`src/rtl/master_cnn_conv_acc_if.sv`:
```
// Handshake/bus bundle between the conv tap multiplier, this accumulator and
// the activation/store stage. The slave modport is the accumulator's view.
`timescale 1ns/1ps
interface master_cnn_conv_acc_if #(
  parameter int unsigned PROD_WIDTH = 35,
  parameter int unsigned OUT_WIDTH  = 18
);
  logic signed [OUT_WIDTH-1:0]  bias;
  logic                         prod_valid;
  logic                         prod_ready;
  logic signed [PROD_WIDTH-1:0] prod_data;
  logic                         out_valid;
  logic                         out_ready;
  logic signed [OUT_WIDTH-1:0]  out_data;
  logic                         out_sat;
  logic                         busy;

  modport slave (
    input  bias, prod_valid, prod_data, out_ready,
    output prod_ready, out_valid, out_data, out_sat, busy
  );

  modport master (
    output bias, prod_valid, prod_data, out_ready,
    input  prod_ready, out_valid, out_data, out_sat, busy
  );
endinterface

```
`src/rtl/master_cnn_conv_acc.sv`:
```
// Conv1D accumulate stage: sums KERNEL_LEN signed products per window,
// preloads bias and a half-LSB rounding constant on the first tap, then
// shifts, saturates and presents one OUT_WIDTH result per window.
// Optional feature macro: CONV_ACC_RELU_EN (ReLU after saturation).
`timescale 1ns/1ps
module master_cnn_conv_acc #(
  parameter int unsigned PROD_WIDTH = 35,
  parameter int unsigned ACC_WIDTH  = 40,
  parameter int unsigned OUT_WIDTH  = 18,
  parameter int unsigned KERNEL_LEN = 12,
  parameter int unsigned FRAC_SHIFT = 17
) (
  input  logic                 ap_clk,
  input  logic                 ap_rst,
  master_cnn_conv_acc_if.slave bus
);

  localparam int unsigned CNT_W = (KERNEL_LEN > 1) ? $clog2(KERNEL_LEN) : 1;
  localparam logic [CNT_W-1:0] LAST_TAP = CNT_W'(KERNEL_LEN - 1);
  localparam logic signed [ACC_WIDTH-1:0] ROUND_K =
    ACC_WIDTH'(64'sd1 <<< (FRAC_SHIFT - 1));
  localparam logic signed [ACC_WIDTH-1:0] OUT_MAX =
    ACC_WIDTH'((64'sd1 <<< (OUT_WIDTH - 1)) - 64'sd1);
  localparam logic signed [ACC_WIDTH-1:0] OUT_MIN =
    ACC_WIDTH'(-(64'sd1 <<< (OUT_WIDTH - 1)));

  typedef enum logic {ST_ACC = 1'b0, ST_OUT = 1'b1} state_e;

  state_e                        state_q;
  logic [CNT_W-1:0]              tap_cnt_q;
  logic signed [ACC_WIDTH-1:0]   acc_q;
  logic signed [ACC_WIDTH-1:0]   acc_d;
  logic signed [ACC_WIDTH-1:0]   acc_base;
  logic signed [ACC_WIDTH-1:0]   sum_shr;
  logic signed [OUT_WIDTH-1:0]   res_data;
  logic                          res_sat;
  logic                          prod_ready_q;
  logic                          out_valid_q;
  logic signed [OUT_WIDTH-1:0]   out_data_q;
  logic                          out_sat_q;
  logic                          busy_q;

  // Next accumulator value and the rounded/shifted/saturated window result.
  always_comb begin
    acc_base = acc_q;
    if (tap_cnt_q == '0) begin
      acc_base = (ACC_WIDTH'(bus.bias) <<< FRAC_SHIFT) + ROUND_K;
    end
    acc_d   = acc_base + ACC_WIDTH'(bus.prod_data);
    sum_shr = acc_d >>> FRAC_SHIFT;
`ifdef CONV_ACC_RELU_EN
    if (sum_shr < 0) begin
      res_data = '0;
      res_sat  = 1'b0;
    end else if (sum_shr > OUT_MAX) begin
      res_data = OUT_MAX[OUT_WIDTH-1:0];
      res_sat  = 1'b1;
    end else begin
      res_data = sum_shr[OUT_WIDTH-1:0];
      res_sat  = 1'b0;
    end
`else
    if (sum_shr > OUT_MAX) begin
      res_data = OUT_MAX[OUT_WIDTH-1:0];
      res_sat  = 1'b1;
    end else if (sum_shr < OUT_MIN) begin
      res_data = OUT_MIN[OUT_WIDTH-1:0];
      res_sat  = 1'b1;
    end else begin
      res_data = sum_shr[OUT_WIDTH-1:0];
      res_sat  = 1'b0;
    end
`endif
  end

  // ACC/OUT control FSM with registered handshake and result outputs.
  always_ff @(posedge ap_clk) begin
    if (ap_rst) begin
      state_q      <= ST_ACC;
      tap_cnt_q    <= '0;
      acc_q        <= '0;
      prod_ready_q <= 1'b1;
      out_valid_q  <= 1'b0;
      out_data_q   <= '0;
      out_sat_q    <= 1'b0;
      busy_q       <= 1'b0;
    end else begin
      case (state_q)
        ST_ACC: begin
          if (bus.prod_valid) begin
            acc_q <= acc_d;
            if (tap_cnt_q == LAST_TAP) begin
              tap_cnt_q    <= '0;
              busy_q       <= 1'b0;
              out_data_q   <= res_data;
              out_sat_q    <= res_sat;
              out_valid_q  <= 1'b1;
              prod_ready_q <= 1'b0;
              state_q      <= ST_OUT;
            end else begin
              tap_cnt_q <= tap_cnt_q + CNT_W'(1);
              busy_q    <= 1'b1;
            end
          end
        end
        ST_OUT: begin
          if (bus.out_ready) begin
            out_valid_q  <= 1'b0;
            prod_ready_q <= 1'b1;
            state_q      <= ST_ACC;
          end
        end
        default: begin
          state_q <= ST_ACC;
        end
      endcase
    end
  end

  assign bus.prod_ready = prod_ready_q;
  assign bus.out_valid  = out_valid_q;
  assign bus.out_data   = out_data_q;
  assign bus.out_sat    = out_sat_q;
  assign bus.busy       = busy_q;

endmodule

```
`src/flat_wrapper.sv`:
```
// flat-port wrapper written by rule: the top's interface ports become plain ports
module master_cnn_conv_acc_flat 
#(
  parameter int unsigned PROD_WIDTH = 35,
  parameter int unsigned ACC_WIDTH  = 40,
  parameter int unsigned OUT_WIDTH  = 18,
  parameter int unsigned KERNEL_LEN = 12,
  parameter int unsigned FRAC_SHIFT = 17
)
  (ap_clk, ap_rst, bus_bias, bus_prod_valid, bus_prod_data, bus_out_ready, bus_prod_ready, bus_out_valid, bus_out_data, bus_out_sat, bus_busy);
  master_cnn_conv_acc_if #(.PROD_WIDTH(PROD_WIDTH), .OUT_WIDTH(OUT_WIDTH)) bus_i ();
  input  logic ap_clk;
  input  logic ap_rst;
  input wire logic [$bits(bus_i.bias)-1:0] bus_bias;
  input wire logic [$bits(bus_i.prod_valid)-1:0] bus_prod_valid;
  input wire logic [$bits(bus_i.prod_data)-1:0] bus_prod_data;
  input wire logic [$bits(bus_i.out_ready)-1:0] bus_out_ready;
  output wire logic [$bits(bus_i.prod_ready)-1:0] bus_prod_ready;
  output wire logic [$bits(bus_i.out_valid)-1:0] bus_out_valid;
  output wire logic [$bits(bus_i.out_data)-1:0] bus_out_data;
  output wire logic [$bits(bus_i.out_sat)-1:0] bus_out_sat;
  output wire logic [$bits(bus_i.busy)-1:0] bus_busy;
  assign bus_i.bias = bus_bias;
  assign bus_i.prod_valid = bus_prod_valid;
  assign bus_i.prod_data = bus_prod_data;
  assign bus_i.out_ready = bus_out_ready;
  assign bus_prod_ready = bus_i.prod_ready;
  assign bus_out_valid = bus_i.out_valid;
  assign bus_out_data = bus_i.out_data;
  assign bus_out_sat = bus_i.out_sat;
  assign bus_busy = bus_i.busy;
  master_cnn_conv_acc #(.PROD_WIDTH(PROD_WIDTH), .ACC_WIDTH(ACC_WIDTH), .OUT_WIDTH(OUT_WIDTH), .KERNEL_LEN(KERNEL_LEN), .FRAC_SHIFT(FRAC_SHIFT)) u_core (.ap_clk(ap_clk), .ap_rst(ap_rst), .bus(bus_i));
endmodule
```
`config.mk`:
```
export PLATFORM = sky130hd
export DESIGN_NAME = master_cnn_conv_acc_flat
export DESIGN_NICKNAME = d
export VERILOG_FILES = /design/src/rtl/master_cnn_conv_acc_if.sv /design/src/rtl/master_cnn_conv_acc.sv /design/src/flat_wrapper.sv
export SDC_FILE = /design/constraint.sdc
export NUM_CORES = 1
export LEC_CHECK = 0
export CAP_MARGIN = 20
export CORE_MARGIN = 2
export CORE_UTILIZATION = 50
export CTS_BUF_LIST = sky130_fd_sc_hd__clkbuf_4 sky130_fd_sc_hd__clkbuf_8
export CTS_CLUSTER_SIZE = 25
export DETAILED_ROUTE_END_ITERATION = 10
export PLACE_DENSITY = 0.73
export SLEW_MARGIN = 20
export SYNTH_ARGS = -nofsm -noshare
export SYNTH_HDL_FRONTEND = slang
export SYNTH_SLANG_ARGS = --single-unit
```
`constraint.sdc`:
```
create_clock -name ap_clk -period 10.9 [get_ports ap_clk]
set_clock_uncertainty 0.15 [all_clocks]
set_input_delay 2.725 -clock ap_clk [delete_from_list [all_inputs] [get_ports ap_clk]]
set_output_delay 2.725 -clock ap_clk [all_outputs]
set_load 0.02 [all_outputs]
```
; Word level (Yosys, flattened, before mapping)
; Cells that the tools add are included.
[classes]
n_eq_ne = 4
bitwise = 1
n_lt_le_gt_ge = 2
reduce_logical = 4
muxes = 19
addsub = 3
[ops]
columns = cell, n
row1 = adder 40 x 35 -> 40 bit, 1
row2 = 2-to-1 mux 40 bit, 1
row3 = "adder 35 x 18 -> 36 bit, second input constant", 1
row4 = 2-to-1 mux 18 bit, 2
row5 = "greater-than comparator 23 x 18 -> 1 bit, second input constant", 1
row6 = "less-than comparator 23 x 18 -> 1 bit, second input constant", 1
row7 = 2-to-1 mux 1 bit, 12
row8 = one-hot mux 1 bit (2 select lines), 3
row9 = AND reduction 3 bit, 2
row10 = "adder 4 x 1 -> 4 bit, second input constant", 1
row11 = "== test 4 bit, second input constant", 1
row12 = logical NOT 4 bit, 1
row13 = 2-to-1 mux 4 bit, 1
row14 = "inequality test 2 bit, second input constant", 2
row15 = "inequality test 2 x 1 -> 1 bit, second input constant", 1
row16 = AND reduction 2 bit, 1
row17 = NOT 1 bit, 1
[word_totals]
in_bits = 57
ff_bits = 67
output_inout_bits = 22

; Longest topological paths before layout
[depth]
ltp_word = 6
ltp_mapped = 18

; Worst setup path after synthesis
; No wires, ideal clock.
[synth_timing]
kind = input-to-reg
start = input bus_bias[0]
end = register u_core.out_sat_q (netlist: u_core.bus.out_sat)
n_path_buf = 0
t_required_ns = 10.628
stages = 12
slack_ns = 4.825
t_arrival_ns = 5.803
cell_sequence = nand2_1 nand2_1 ha_1 nand2_2 or3_1 or4_1 a211o_1 a2111oi_4 or3_2 nand4_2 or3_1 a311o_1
[synth_via]
elab_chain_len = 6
elab_cells_between_ends = 7
cone_classes = add/sub (2) / order compare (2) / mux (3)
[synth_lines]
columns = element, line
row1 = "start, declared", flat_wrapper.sv:14  ; input wire logic [$bits(bus_i.bias)-1:0] bus_bias;
row2 = adder 35 x 18 -> 36 bit (*), master_cnn_conv_acc.sv:47  ; acc_base = (ACC_WIDTH'(bus.bias) <<< FRAC_SHIFT) + ROUND_K;
row3 = 2-to-1 mux 40 bit (*), master_cnn_conv_acc.sv:46  ; if (tap_cnt_q == '0) begin
row4 = adder 40 x 35 -> 40 bit (*), master_cnn_conv_acc.sv:49  ; acc_d = acc_base + ACC_WIDTH'(bus.prod_data);
row5 = less-than comparator 23 x 18 -> 1 bit, master_cnn_conv_acc.sv:66  ; end else if (sum_shr < OUT_MIN) begin
row6 = 2-to-1 mux 1 bit, master_cnn_conv_acc.sv:66
row7 = 2-to-1 mux 1 bit (*), master_cnn_conv_acc.sv:63  ; if (sum_shr > OUT_MAX) begin
row8 = "end signal, assigned", master_cnn_conv_acc.sv:96  ; out_sat_q <= res_sat;
row9 = "end, declared", master_cnn_conv_acc.sv:40  ; logic out_sat_q;
; Every way passes the cells marked *; elsewhere a longest branch is shown, timed or not.
; A chain may end at the register's enable or synchronous reset.

; Final worst setup path
[layout_timing]
start = input bus_bias[6]
end = register u_core.out_data_q[16] (netlist: u_core.bus.out_data[16])
[layout_via]
elab_chain_len = 6
elab_cells_between_ends = 7
cone_classes = add/sub (2) / order compare (2) / mux (3)
[layout_lines]
columns = element, line
row1 = adder 35 x 18 -> 36 bit (*), master_cnn_conv_acc.sv:47
row2 = 2-to-1 mux 40 bit (*), master_cnn_conv_acc.sv:46
row3 = adder 40 x 35 -> 40 bit (*), master_cnn_conv_acc.sv:49
row4 = less-than comparator 23 x 18 -> 1 bit, master_cnn_conv_acc.sv:66
row5 = 2-to-1 mux 18 bit, master_cnn_conv_acc.sv:66
row6 = 2-to-1 mux 18 bit (*), master_cnn_conv_acc.sv:63
row7 = "end signal, assigned", master_cnn_conv_acc.sv:95  ; out_data_q <= res_data;
row8 = "end, declared", master_cnn_conv_acc.sv:39  ; logic signed [OUT_WIDTH-1:0] out_data_q;
; Marks and branches as above.

==> flow_summary.ini <==
[drt]
wl_per_cell_um = 16.21
dr_total_vias = 5246
drc = 0
viasPerCell = 5.881
routed_wirelength_mm = 14.46
first_pass_iters = 5
drt_iter0_drc = 352
drtAntennaViolNets = 0

[worst_setup_path]
critPathArrivalTime_ps = 6850
worstReg2RegStart = u_core.tap_cnt_q[0]$_SDFFE_PP0P_
cp_slowest_cell = o31ai_4
r2r_cells = 15
cp_data_required_time_ps = 11050
path_class = primary input to flip-flop
start_kind = primary input
critPathMaxFanout = 17
cpMostUsedCell = nand2_1
crit_path_max_incr_delay_ps = 740
worst_r2r_endpoint = u_core.bus.out_data[16]$_SDFFE_PP0P_
rrSetupSlack_ps = 5650
critPathTopFamily = compound AO/OA/AOI/OAI gates
worst-path-buf-inv = 1
end_kind = flip-flop
path_cells = clkdlybuf4s50_1, nand2_1, nand2_1, ha_1, nand4_1, or3_1, or4_1, a211o_1, a2111oi_4, or3_2, nand4_2, o31ai_4, a221o_2

[timing]
slew_headroom = 0.3491
hold_violations = 0
setup_ws_ps = 4199
slew_violations = 0
worst_pin_slew_ps = 973.3
finalSetupTns_ps = 0
rsz0062_at_grt = false
final-setup-viol-count = 0
min_period_over_period = 0.6148
finalCriticalPeriod_ps = 6701
holdWs_ps = 297.1
clock.fmax_mhz = 149.2

[floorplan]
die_h_um = 106.2
coreArea_mm2 = 0.01023
die_area_mm2 = 0.01127
num_io_pins = 79
fp.dieW_um = 106.2
start_util = 0.5100
num_rows = 37

[synthesis]
syn_avg_cell_area_um2 = 7.507
synth_edf_count = 0
synth_fp_nets = 794
synthDistinctLibCells = 71
synth-seq-area-share = 0.2571
synth_cells = 695
yosys_warnings = 0
ys.flop_type = dfxtp_1
synthArstFlopShare = 0
ys_seq_elements = 67
synth_area_mm2 = 0.005218

[clocking]
cts-root-buf = clkbuf_8
cts_buffers = 9
cts_hold_buf = 0
htreeDepth = 3
postCtsResizedCells = 0
clkTransAtPathRegs_ps = 80
cts_setup_buffers = 0
clk_path_buf_depth = 2
cts_tree = done
clkLatencyLatePin_ps = 350
clock-sinks = 67

[layout]
utilization = 0.6077
antenna-diode-count = 0
finalNetCount = 850
drive_above_1_share = 0.06614
area_growth_syn_to_layout_pct = 19.16

[hold_path]
hold_class = flip-flop to flip-flop
hold_start = u_core.acc_q[6]$_SDFFE_PP0P_
holdPathStages = 2
min_to = u_core.acc_q[6]$_SDFFE_PP0P_

[run_status]
status = finished clean

[global_route]
grt_pass1_wl_mm = 23.47
grt.total_usage = 0.2558
grt_pass1_vias = 5003
grt_overflow = 0
grt_start_max_net_pins = 49
antenna_found_initial = 0

[place]
hpwlAfterDp_mm = 10.58
routabilityCongestion = 1.003
port-buffer-count = 78
dp_slack_ps = 3872

[run]
max_cap_violations = 0

[pwr]
power_leakage_nw = 2.553
ir_drop_mv = 0.09732
powerDensity_mw_per_mm2 = 143.7
where the power goes:
| group | total, mW | internal, mW | switching [mW] |
|---|---|---|---|
| Sequential | 0.276 | 0.266 | 0.0102 |
| Combinational | 0.359 | 0.141 | 0.218 |
| Clock | 0.258 | 0.155 | 0.103 |
final cells by class:
type	instances	area, um2
multi-input cells	576	3593
clock inverters	6	113.9
inverters	15	56.30
flip-flops and latches	67	1341
well taps	136	170.2
fillers	954	4014
clock buffers	10	131.4
repair buffers	82	810.8
how the worst max path moves through the flow:
stage | startpoint | endpoint | slack [ps] | cells past startpoint
global route | bus_bias[6] | u_core.bus.out_data[16]$_SDFFE_PP0P_ | 4040 | 13
finish | bus_bias[6] | u_core.bus.out_data[16]$_SDFFE_PP0P_ | 4200 | 13
CTS | bus_bias[6] | u_core.bus.out_data[16]$_SDFFE_PP0P_ | 4210 | 13
floorplan | bus_bias[0] | u_core.bus.out_sat$_SDFFE_PP0P_ | 4830 | 12
global placement | bus_bias[6] | u_core.bus.out_data[12]$_SDFFE_PP0P_ | 4000 | 13
detailed placement | bus_bias[6] | u_core.bus.out_data[16]$_SDFFE_PP0P_ | 3870 | 13
worst register-to-register path: cells and delay by family, from the launching register on:
kind                       cells  cell delay, ps
and+or+nand+nor                8            2320
AOI/OAI and AO/OA              4            1740
adders and majority gates      2             600
DFF                            1             330
buffers and inverters          1              90
synthesized netlist by cell type, types with 6 or more instances:
cell,n,share of area
and3_1,9,0.011
nor2_1,27,0.019
nand2_1,170,0.12
nand3_1,10,0.0096
a221o_1,12,0.023
dfxtp_1,67,0.26
buf_6,7,0.015
inv_1,15,0.011
a21oi_1,94,0.090
xor2_1,12,0.020
a21o_1,11,0.016
o211ai_1,8,0.012
nand4_1,16,0.019
o21ai_0,28,0.027
ha_1,41,0.098
o21a_1,9,0.013
nor2b_1,16,0.019
clkbuf_1,18,0.013
xnor2_1,23,0.039
a221o_2,6,0.013
kinds of logic after synthesis:
| logic type | synth area share |
|---|---|
| AOI/OAI and AO/OA | 0.2700 |
| adders and majority gates | 0.1022 |
| and+or+nand+nor | 0.2511 |
| buffers and inverters | 0.05659 |
| DFF | 0.2571 |
| muxes | 0.004316 |
| xor gates and xnor gates | 0.05875 |
sequential cells by signal (all words and copies together), names as in the netlist:
signal / count
u_core.acc_q: 40
u_core.bus.busy: 1
u_core.bus.out_data: 18
u_core.bus.out_sat: 1
u_core.bus.out_valid: 1
u_core.bus.prod_ready: 1
u_core.state_q: 1
u_core.tap_cnt_q: 4
routing by layer:
layer	vias up	global-route usage	share of wire
li1	2598	-	-
met1	2459	0.3086	0.44
met2	160	0.4625	0.49
met3	29	0.04047	0.046
met4	0	0.08083	0.022
met5	-	0	0
placed cells by master, fill, tap and decap left out, types with 3 or more instances in the layout:
cell             Yosys  final
xor2_1              12     12
a21oi_1             94     94
buf_4                4      4
ha_1                41     41
xnor2_1             23     23
a211oi_1             5      5
and3_1               9      9
and2_1               4      4
o21bai_1             4      4
nor3_1               5      5
dfxtp_1             67     67
nand2_1            170    170
a31o_2               4      4
a21o_1              11     11
o21a_1               9      9
a221o_1             12     12
nand4_1             16     16
nand2b_1             5      5
o21ai_0             28     28
bufinv_16            0      3
clkbuf_8             2      9
nand3_1             10     10
a211o_1              3      3
o211ai_1             8      8
or2_2                3      3
nor2_1              27     27
a21boi_0             4      4
nor2b_1             16     15
clkdlybuf4s50_1      0     78
a221o_2              6      6
inv_1               15     15
or3_1                5      5
per-stage QoR:
step           cells  total power, mW  cell area (um2)
6_report         892           0.8933             6217
5_1_grt          892           0.9431             6217
4_1_cts          892           0.8916             6217
3_5_place_dp     876           0.6330             5972
3_3_place_gp     876           0.6256             5972
2_1_floorplan    695           0.5495             5218
Note: power is estimated with default switching activity, not from simulation.
